### src/rtl/osd_reg_initiator_if.sv
// DII flit type plus the controller-side command/completion interface
// used by the register-access initiator.
package dii_pkg;
  typedef struct packed {
    logic        valid;
    logic        last;
    logic [15:0] data;
  } dii_flit;
endpackage

interface osd_reg_initiator_if;
  logic        req_valid;
  logic        req_ready;
  logic        req_write;
  logic [15:0] req_dest;
  logic [15:0] req_addr;
  logic [15:0] req_wdata;
  logic        resp_valid;
  logic        resp_err;
  logic [15:0] resp_rdata;

  modport master (
    output req_valid, req_write, req_dest, req_addr, req_wdata,
    input  req_ready, resp_valid, resp_err, resp_rdata
  );

  modport slave (
    input  req_valid, req_write, req_dest, req_addr, req_wdata,
    output req_ready, resp_valid, resp_err, resp_rdata
  );
endinterface

### src/rtl/osd_reg_initiator.sv
// Register-access initiator: turns one controller command into a REG request
// packet on debug_out and completes it from the matching REG response.
module osd_reg_initiator
  import dii_pkg::*;
#(
  parameter int TIMEOUT_CYCLES = 1024,
  parameter int MAX_PKT_LEN    = 8
) (
  input  logic               clk,
  input  logic               rst,
  input  logic [9:0]         id,
  osd_reg_initiator_if.slave ctrl,
  output dii_flit            debug_out,
  input  logic               debug_out_ready,
  input  dii_flit            debug_in,
  output logic               debug_in_ready
);

  localparam logic [3:0] SUB_READ   = 4'h0;
  localparam logic [3:0] SUB_WRITE  = 4'h4;
  localparam logic [3:0] SUB_RD_OK  = 4'h8;
  localparam logic [3:0] SUB_RD_ERR = 4'hC;
  localparam logic [3:0] SUB_WR_OK  = 4'hD;
  localparam logic [3:0] SUB_WR_ERR = 4'hE;
  localparam bit         TIMEOUT_EN = (TIMEOUT_CYCLES != 0);

  typedef enum logic [2:0] {
    IDLE, TX_DEST, TX_SRC, TX_FLAGS, TX_ADDR, TX_WDATA, WAIT_RESP
  } state_t;

  state_t      state;
  logic        op_write;
  logic [15:0] op_addr;
  logic [15:0] op_wdata;
  logic [31:0] wait_cnt;

  logic [7:0]  rx_idx;
  logic        rx_ovf;
  logic [15:0] rx_dest;
  logic [15:0] rx_flags;
  logic [15:0] rx_payload;

  logic [15:0] dest_cur;
  logic [15:0] flags_cur;
  logic [15:0] payload_cur;
  logic [3:0]  rx_sub;
  logic [7:0]  rx_len;
  logic        sub_ok;
  logic        len_ok;
  logic        rx_match;
  logic        timeout_hit;

  assign debug_in_ready = 1'b1;

  // Fields of the flit arriving this cycle are bypassed so the final flit can be judged immediately.
  assign dest_cur    = (rx_idx == 8'd0) ? debug_in.data : rx_dest;
  assign flags_cur   = (rx_idx == 8'd2) ? debug_in.data : rx_flags;
  assign payload_cur = (rx_idx == 8'd3) ? debug_in.data : rx_payload;
  assign rx_sub      = flags_cur[13:10];
  assign rx_len      = rx_idx + 8'd1;
  assign sub_ok      = op_write ? (rx_sub == SUB_WR_OK || rx_sub == SUB_WR_ERR)
                                : (rx_sub == SUB_RD_OK || rx_sub == SUB_RD_ERR);
  assign len_ok      = (rx_sub == SUB_RD_OK) ? (rx_len == 8'd4) : (rx_len == 8'd3);
  assign rx_match    = debug_in.valid && debug_in.last && !rx_ovf &&
                       (state == WAIT_RESP) && (dest_cur == 16'(id)) &&
                       (flags_cur[15:14] == 2'b00) && sub_ok && len_ok;
  assign timeout_hit = TIMEOUT_EN && (state == WAIT_RESP) &&
                       (wait_cnt == 32'(TIMEOUT_CYCLES - 1));

  // Incoming packet tracker; an over-length packet is flagged and discarded at its last flit.
  always_ff @(posedge clk or negedge rst) begin
    if (!rst) begin
      rx_idx     <= 8'd0;
      rx_ovf     <= 1'b0;
      rx_dest    <= 16'h0;
      rx_flags   <= 16'h0;
      rx_payload <= 16'h0;
    end else if (debug_in.valid) begin
      if (rx_idx == 8'd0) rx_dest    <= debug_in.data;
      if (rx_idx == 8'd2) rx_flags   <= debug_in.data;
      if (rx_idx == 8'd3) rx_payload <= debug_in.data;
      if (debug_in.last) begin
        rx_idx <= 8'd0;
        rx_ovf <= 1'b0;
      end else if (rx_idx == 8'(MAX_PKT_LEN - 1)) begin
        rx_ovf <= 1'b1;
      end else begin
        rx_idx <= rx_idx + 8'd1;
      end
    end
  end

  always_ff @(posedge clk or negedge rst) begin
    if (!rst) begin
      state           <= IDLE;
      op_write        <= 1'b0;
      op_addr         <= 16'h0;
      op_wdata        <= 16'h0;
      wait_cnt        <= 32'd0;
      ctrl.req_ready  <= 1'b1;
      ctrl.resp_valid <= 1'b0;
      ctrl.resp_err   <= 1'b0;
      ctrl.resp_rdata <= 16'h0;
      debug_out       <= '0;
    end else begin
      ctrl.resp_valid <= 1'b0;
      case (state)
        IDLE: begin
          if (ctrl.req_valid && ctrl.req_ready) begin
            op_write       <= ctrl.req_write;
            op_addr        <= ctrl.req_addr;
            op_wdata       <= ctrl.req_wdata;
            ctrl.req_ready <= 1'b0;
            debug_out      <= '{valid: 1'b1, last: 1'b0, data: ctrl.req_dest};
            state          <= TX_DEST;
          end
        end
        TX_DEST: if (debug_out_ready) begin
          debug_out.data <= 16'(id);
          state          <= TX_SRC;
        end
        TX_SRC: if (debug_out_ready) begin
          debug_out.data <= {2'b00, (op_write ? SUB_WRITE : SUB_READ), 10'h0};
          state          <= TX_FLAGS;
        end
        TX_FLAGS: if (debug_out_ready) begin
          debug_out.data <= op_addr;
          debug_out.last <= !op_write;
          state          <= TX_ADDR;
        end
        TX_ADDR: if (debug_out_ready) begin
          if (op_write) begin
            debug_out.data <= op_wdata;
            debug_out.last <= 1'b1;
            state          <= TX_WDATA;
          end else begin
            debug_out <= '0;
            wait_cnt  <= 32'd0;
            state     <= WAIT_RESP;
          end
        end
        TX_WDATA: if (debug_out_ready) begin
          debug_out <= '0;
          wait_cnt  <= 32'd0;
          state     <= WAIT_RESP;
        end
        WAIT_RESP: begin
          // A matching response takes priority over expiry in the same cycle.
          if (rx_match) begin
            ctrl.resp_valid <= 1'b1;
            ctrl.resp_err   <= (rx_sub == SUB_RD_ERR) || (rx_sub == SUB_WR_ERR);
            ctrl.resp_rdata <= (rx_sub == SUB_RD_OK) ? payload_cur : 16'h0;
            ctrl.req_ready  <= 1'b1;
            state           <= IDLE;
          end else if (timeout_hit) begin
            ctrl.resp_valid <= 1'b1;
            ctrl.resp_err   <= 1'b1;
            ctrl.resp_rdata <= 16'h0;
            ctrl.req_ready  <= 1'b1;
            state           <= IDLE;
          end else begin
            wait_cnt <= wait_cnt + 32'd1;
          end
        end
        default: state <= IDLE;
      endcase
    end
  end

endmodule

### src/flat_wrapper.sv
// flat-port wrapper written by rule: the top's interface ports become plain ports
module osd_reg_initiator_flat import dii_pkg::*;
#(
  parameter int TIMEOUT_CYCLES = 1024,
  parameter int MAX_PKT_LEN    = 8
)
  (clk, rst, id, debug_out, debug_out_ready, debug_in, debug_in_ready, ctrl_req_valid, ctrl_req_write, ctrl_req_dest, ctrl_req_addr, ctrl_req_wdata, ctrl_req_ready, ctrl_resp_valid, ctrl_resp_err, ctrl_resp_rdata);
  osd_reg_initiator_if ctrl_i ();
  input  logic clk;
  input  logic rst;
  input  logic [9:0] id;
  output dii_flit debug_out;
  input  logic debug_out_ready;
  input  dii_flit debug_in;
  output logic debug_in_ready;
  input wire logic [$bits(ctrl_i.req_valid)-1:0] ctrl_req_valid;
  input wire logic [$bits(ctrl_i.req_write)-1:0] ctrl_req_write;
  input wire logic [$bits(ctrl_i.req_dest)-1:0] ctrl_req_dest;
  input wire logic [$bits(ctrl_i.req_addr)-1:0] ctrl_req_addr;
  input wire logic [$bits(ctrl_i.req_wdata)-1:0] ctrl_req_wdata;
  output wire logic [$bits(ctrl_i.req_ready)-1:0] ctrl_req_ready;
  output wire logic [$bits(ctrl_i.resp_valid)-1:0] ctrl_resp_valid;
  output wire logic [$bits(ctrl_i.resp_err)-1:0] ctrl_resp_err;
  output wire logic [$bits(ctrl_i.resp_rdata)-1:0] ctrl_resp_rdata;
  assign ctrl_i.req_valid = ctrl_req_valid;
  assign ctrl_i.req_write = ctrl_req_write;
  assign ctrl_i.req_dest = ctrl_req_dest;
  assign ctrl_i.req_addr = ctrl_req_addr;
  assign ctrl_i.req_wdata = ctrl_req_wdata;
  assign ctrl_req_ready = ctrl_i.req_ready;
  assign ctrl_resp_valid = ctrl_i.resp_valid;
  assign ctrl_resp_err = ctrl_i.resp_err;
  assign ctrl_resp_rdata = ctrl_i.resp_rdata;
  osd_reg_initiator #(.TIMEOUT_CYCLES(TIMEOUT_CYCLES), .MAX_PKT_LEN(MAX_PKT_LEN)) u_core (.clk(clk), .rst(rst), .id(id), .ctrl(ctrl_i), .debug_out(debug_out), .debug_out_ready(debug_out_ready), .debug_in(debug_in), .debug_in_ready(debug_in_ready));
endmodule
### config.mk
export PLATFORM = sky130hd
export DESIGN_NAME = osd_reg_initiator_flat
export DESIGN_NICKNAME = d
export VERILOG_FILES = /design/src/rtl/osd_reg_initiator_if.sv /design/src/rtl/osd_reg_initiator.sv /design/src/flat_wrapper.sv
export SDC_FILE = /design/constraint.sdc
export NUM_CORES = 1
export LEC_CHECK = 0
export CAP_MARGIN = 20
export CORE_ASPECT_RATIO = 1.2
export CORE_UTILIZATION = 27
export DETAILED_ROUTE_END_ITERATION = 8
export PLACE_DENSITY = 0.48
export SLEW_MARGIN = 30
export SYNTH_ARGS = -nofsm -noshare
export SYNTH_HDL_FRONTEND = slang
export SYNTH_SLANG_ARGS = --single-unit
### constraint.sdc
create_clock -name clk -period 4.4 [get_ports clk]
set_input_delay 0.88 -clock clk [delete_from_list [all_inputs] [get_ports clk]]
set_output_delay 0.88 -clock clk [all_outputs]
set_load 0.05 [all_outputs]
==> summary.log <==
[routing] Iteration-0 DRC Markers 413
[global_route] number of antenna violations at the first check in global routing 0
[logic_synthesis] cells after synthesis 780
[cells_and_area] most used cells in the layout excluding fill and tap cells 151 x dfrtp_1, 116 x clkdlybuf4s50_1, 79 x nand2_1
[place] area of placed instances 0.00951 sq mm
[clock_network] Max Root-Sink Buffers 2
[worst_setup_path] critical path arrival 4040 ps
[timing] Setup WS post-layout 730 ps
[timing] setup-violating endpoint count in the final report 0
[routing] total wire length 23.0 mm
[logic_synthesis] Mean Syn Cell Area 10.1 sq um
[worst_setup_path] top fanout value on the critical path 17
[logic_synthesis] sequential area share after synthesis 0.483
[clock_network] Hold Buf Count CTS 0
[clock_network] post-cts gate resize count 0
[floorplan] Boundary Pins 119
[logic_synthesis] total standard cell area after synthesis 0.00787 sq mm
[status] outcome finished clean
[worst_setup_path] Critical Path Most Common Cell buf_4
[global_route] aggregate global-route resource usage 0.162
[worst_setup_path] R2R Setup Slk 800 ps
[routing] detailed-routed wire length on met3 962 um
[routing] highest signal layer in the routed design met4
[logic_synthesis] fraction of synthesis flops using an asynchronous set or reset pin 1.00
[cells_and_area] number of nets at the end of the flow 967
[cells_and_area] Ant. Diodes 0
[global_route] GRT overflow 0
[routing] TritonRoute pass-1 iters 5
[floorplan] starting utilization of the core area 0.274
[worst_setup_path] critical path class in2reg
[routing] Vias 6537
[timing] unrepaired setup endpoints after global routing false
[place] number of buffers added on ports 117
[clock_network] Clk Tree Root Cell clkbuf_16
[floorplan] chip width 158 um
[timing] Tmin final 3670 ps
[cells_and_area] final design instance area without fill 0.0101 sq mm
[clock_network] number of buffers inserted during clock tree synthesis 17
[worst_setup_path] CP max stage delay 580 ps
[timing] slew at the pin closest to its max-slew limit 905 ps
[timing] setup tns final 0 ps
[floorplan] Die Span Y 189 um
[cells_and_area] signed area change from the synthesized netlist to the final layout 28.1%
[cells_and_area] number of fillers in the final layout 2980
[routing] ANT nets after route 0
[cells_and_area] area used by multi-input combinational logic 0.00378 sq mm
[place] HPWL after DPL 15.8 mm
[logic_synthesis] yosys synthesis warning count 0
[power] largest vdd supply drop 0.262 mV
[logic_synthesis] number of register bits inferred by synthesis 152
[logic_synthesis] number of different library cells in the post-synthesis netlist 68
[place] final weighted congestion of routability-driven global placement 0.763
[timing] Slew headroom 0.396
[clock_network] clock net sink count 152
[clock_network] clock latency at the later pin of the worst-skew pair 430 ps
[cells_and_area] fraction of final layout cells sized beyond drive strength 1 0.159
[global_route] largest net degree at the start of global routing 82
[power] Lkg Pwr 4.03 nW
[routing] DRC violation count after routing 0
[timing] setup skew after layout 12.3 ps
[timing] fraction of the cycle the final worst path needs 0.834
[worst_setup_path] Crit path required time 4770 ps
[power] total power per unit cell area 562 mW/mm^2
[worst_setup_path] kind of capture point of the worst setup path flop
[worst_setup_path] critical path startpoint category primary input
[clock_network] H-tree depth reported by CTS 4
[clock_network] number of buffers inserted by post-CTS setup repair 0
[cells_and_area] most common cell after layout, fill and taps aside dfrtp_1
[timing] hold violation total from the final report 0
[timing] achievable frequency 273 MHz
[place] minimum setup slack after placement 247 ps
[clock_network] clock transition at the registers of the reported paths 70 ps
[floorplan] area of the core region 0.0288 sq mm
[timing] WHS 479 ps
[floorplan] std cell rows 68
[worst_hold_path] worst hold path class reg2reg
[routing] Met1 Wirelength 10.4 mm
[cells_and_area] Register Area 0.00380 sq mm
[global_route] global-route wire length before repair 37.0 mm
[routing] via count normalized by instance count 5.11
[worst_setup_path] list of cells traversed by the critical path clkdlybuf4s50_1 > nor4b_1 > nand3_1 > a2111oi_0 > o21bai_1 > a2111oi_4 > buf_4 > or2_1 > buf_4 > o311ai_0 > nand2_1
[job] max-cap violations 0
[routing] Routed WL per cell 18.0 um
[logic_synthesis] Synth Flop Type dfrtp_1
[worst_setup_path] CP max-delay cell a2111oi_0
[global_route] via count of the first global-routing pass 6434
[floorplan] die footprint 0.0299 sq mm
[logic_synthesis] net count of the mapped netlist 865
[logic_synthesis] Post-synth EDFFs 0
[routing] met2 wire length 11.4 mm
[timing] Max Transition Viols Final 0
[clock_network] CTS tree done
per-stage QoR:
step | power [mW] | utilization | instances
global route | 6.03 | 0.351 | 1280
finish | 5.67 | 0.351 | 1280
global placement | 4.24 | 0.331 | 1248
CTS | 5.73 | 0.351 | 1280
floorplan | 3.54 | - | 780
detailed placement | 4.26 | 0.331 | 1248
synthesized netlist by cell type (4+ instances only):
master / n / area, sq um
and2_1: 4 / 25.0
o21ai_0: 41 / 205
nand4b_1: 7 / 61.3
or3_1: 6 / 37.5
o311ai_0: 6 / 52.6
nand4_1: 13 / 81.3
a31oi_1: 23 / 144
or2_2: 4 / 25.0
o31ai_1: 5 / 37.5
ha_1: 4 / 50.1
o211ai_1: 9 / 67.6
nor4_1: 21 / 131
nand2_1: 79 / 297
nor2_1: 46 / 173
xnor2_1: 10 / 87.6
mux2_2: 66 / 743
nand3_1: 37 / 185
a222oi_1: 17 / 170
buf_1: 4 / 15.0
dfrtp_1: 151 / 3780
a21oi_1: 31 / 155
xor2_1: 7 / 61.3
inv_1: 20 / 75.1
nand2b_1: 4 / 25.0
mux2i_1: 19 / 190
and3_1: 5 / 31.3
a22oi_1: 6 / 45.0
or4_1: 12 / 90.1
clkbuf_1: 47 / 176
nor3_1: 12 / 60.1
layer usage:
layer / vias up / GRT usage
met1: 3280 / 0.214
met3: 15 / 0.0357
li1: 3117 / -
met5: - / 0
met4: 0 / 0.0448
met2: 125 / 0.264
final timing paths:
| check | end | start | cells after the start |
|---|---|---|---|
| worst max-delay path | u_core.wait_cnt[16] | debug_in[13] | 11 |
| worst min-delay path | u_core.ctrl.resp_rdata[15] | u_core.ctrl.resp_rdata[15] | 2 |
| worst max register to register | u_core.wait_cnt[17] | u_core.rx_idx[0] | 11 |
| worst min register to register | u_core.ctrl.resp_rdata[15] | u_core.ctrl.resp_rdata[15] | 2 |
| max in group asynchronous | u_core.rx_idx[6] | rst | 2 |
| min in group asynchronous | u_core.debug_out[13] | rst | 1 |
final cells by class:
cell class	count	share of cell area
sequential	152	0.377
multi-input combinational	550	0.375
timing repair buffer	141	0.135
tap	385	0.0478
clock buffer	20	0.0453
clock inverter	12	0.0117
inverter	20	0.00744
power by group:
part           switching [mW]  internal (mW)  total (mW)
Sequential              0.352           1.87        2.23
Clock                   0.628          0.816        1.44
Combinational            1.15          0.846        2.00
critical path: cells and delay by family:
| family | cells | cell delay [ps] |
|---|---|---|
| buffers and inverters | 3 | 980 |
| AOI/OAI and AO/OA | 4 | 1260 |
| and+or+nand+nor | 4 | 900 |
sequential cells by signal, summed over array words and instances (netlist names), 3 cells and up:
signal and cells:
u_core.op_wdata 16, u_core.state 3, u_core.wait_cnt 32, u_core.rx_idx 8, u_core.rx_flags 6, u_core.rx_payload 16, u_core.ctrl.resp_rdata 16, u_core.debug_out 18
u_core.op_addr 16, u_core.rx_dest 16
cells by family (layout without fill, tap and decap cells):
kind of cell             after synthesis  count (layout)  synth area share
buffers and inverters                 78             193            0.0408
XOR/XNOR                              17              17            0.0189
AND/OR/NAND/NOR                      270             270             0.179
multiplexers                          86              86             0.121
adder cells (fa/ha/maj)                4               4           0.00636
other                                  1               1          0.000476
flip-flops                           152             152             0.483
AO/OA/AOI/OAI                        172             172             0.150
Power figures use the tool's default switching activity.
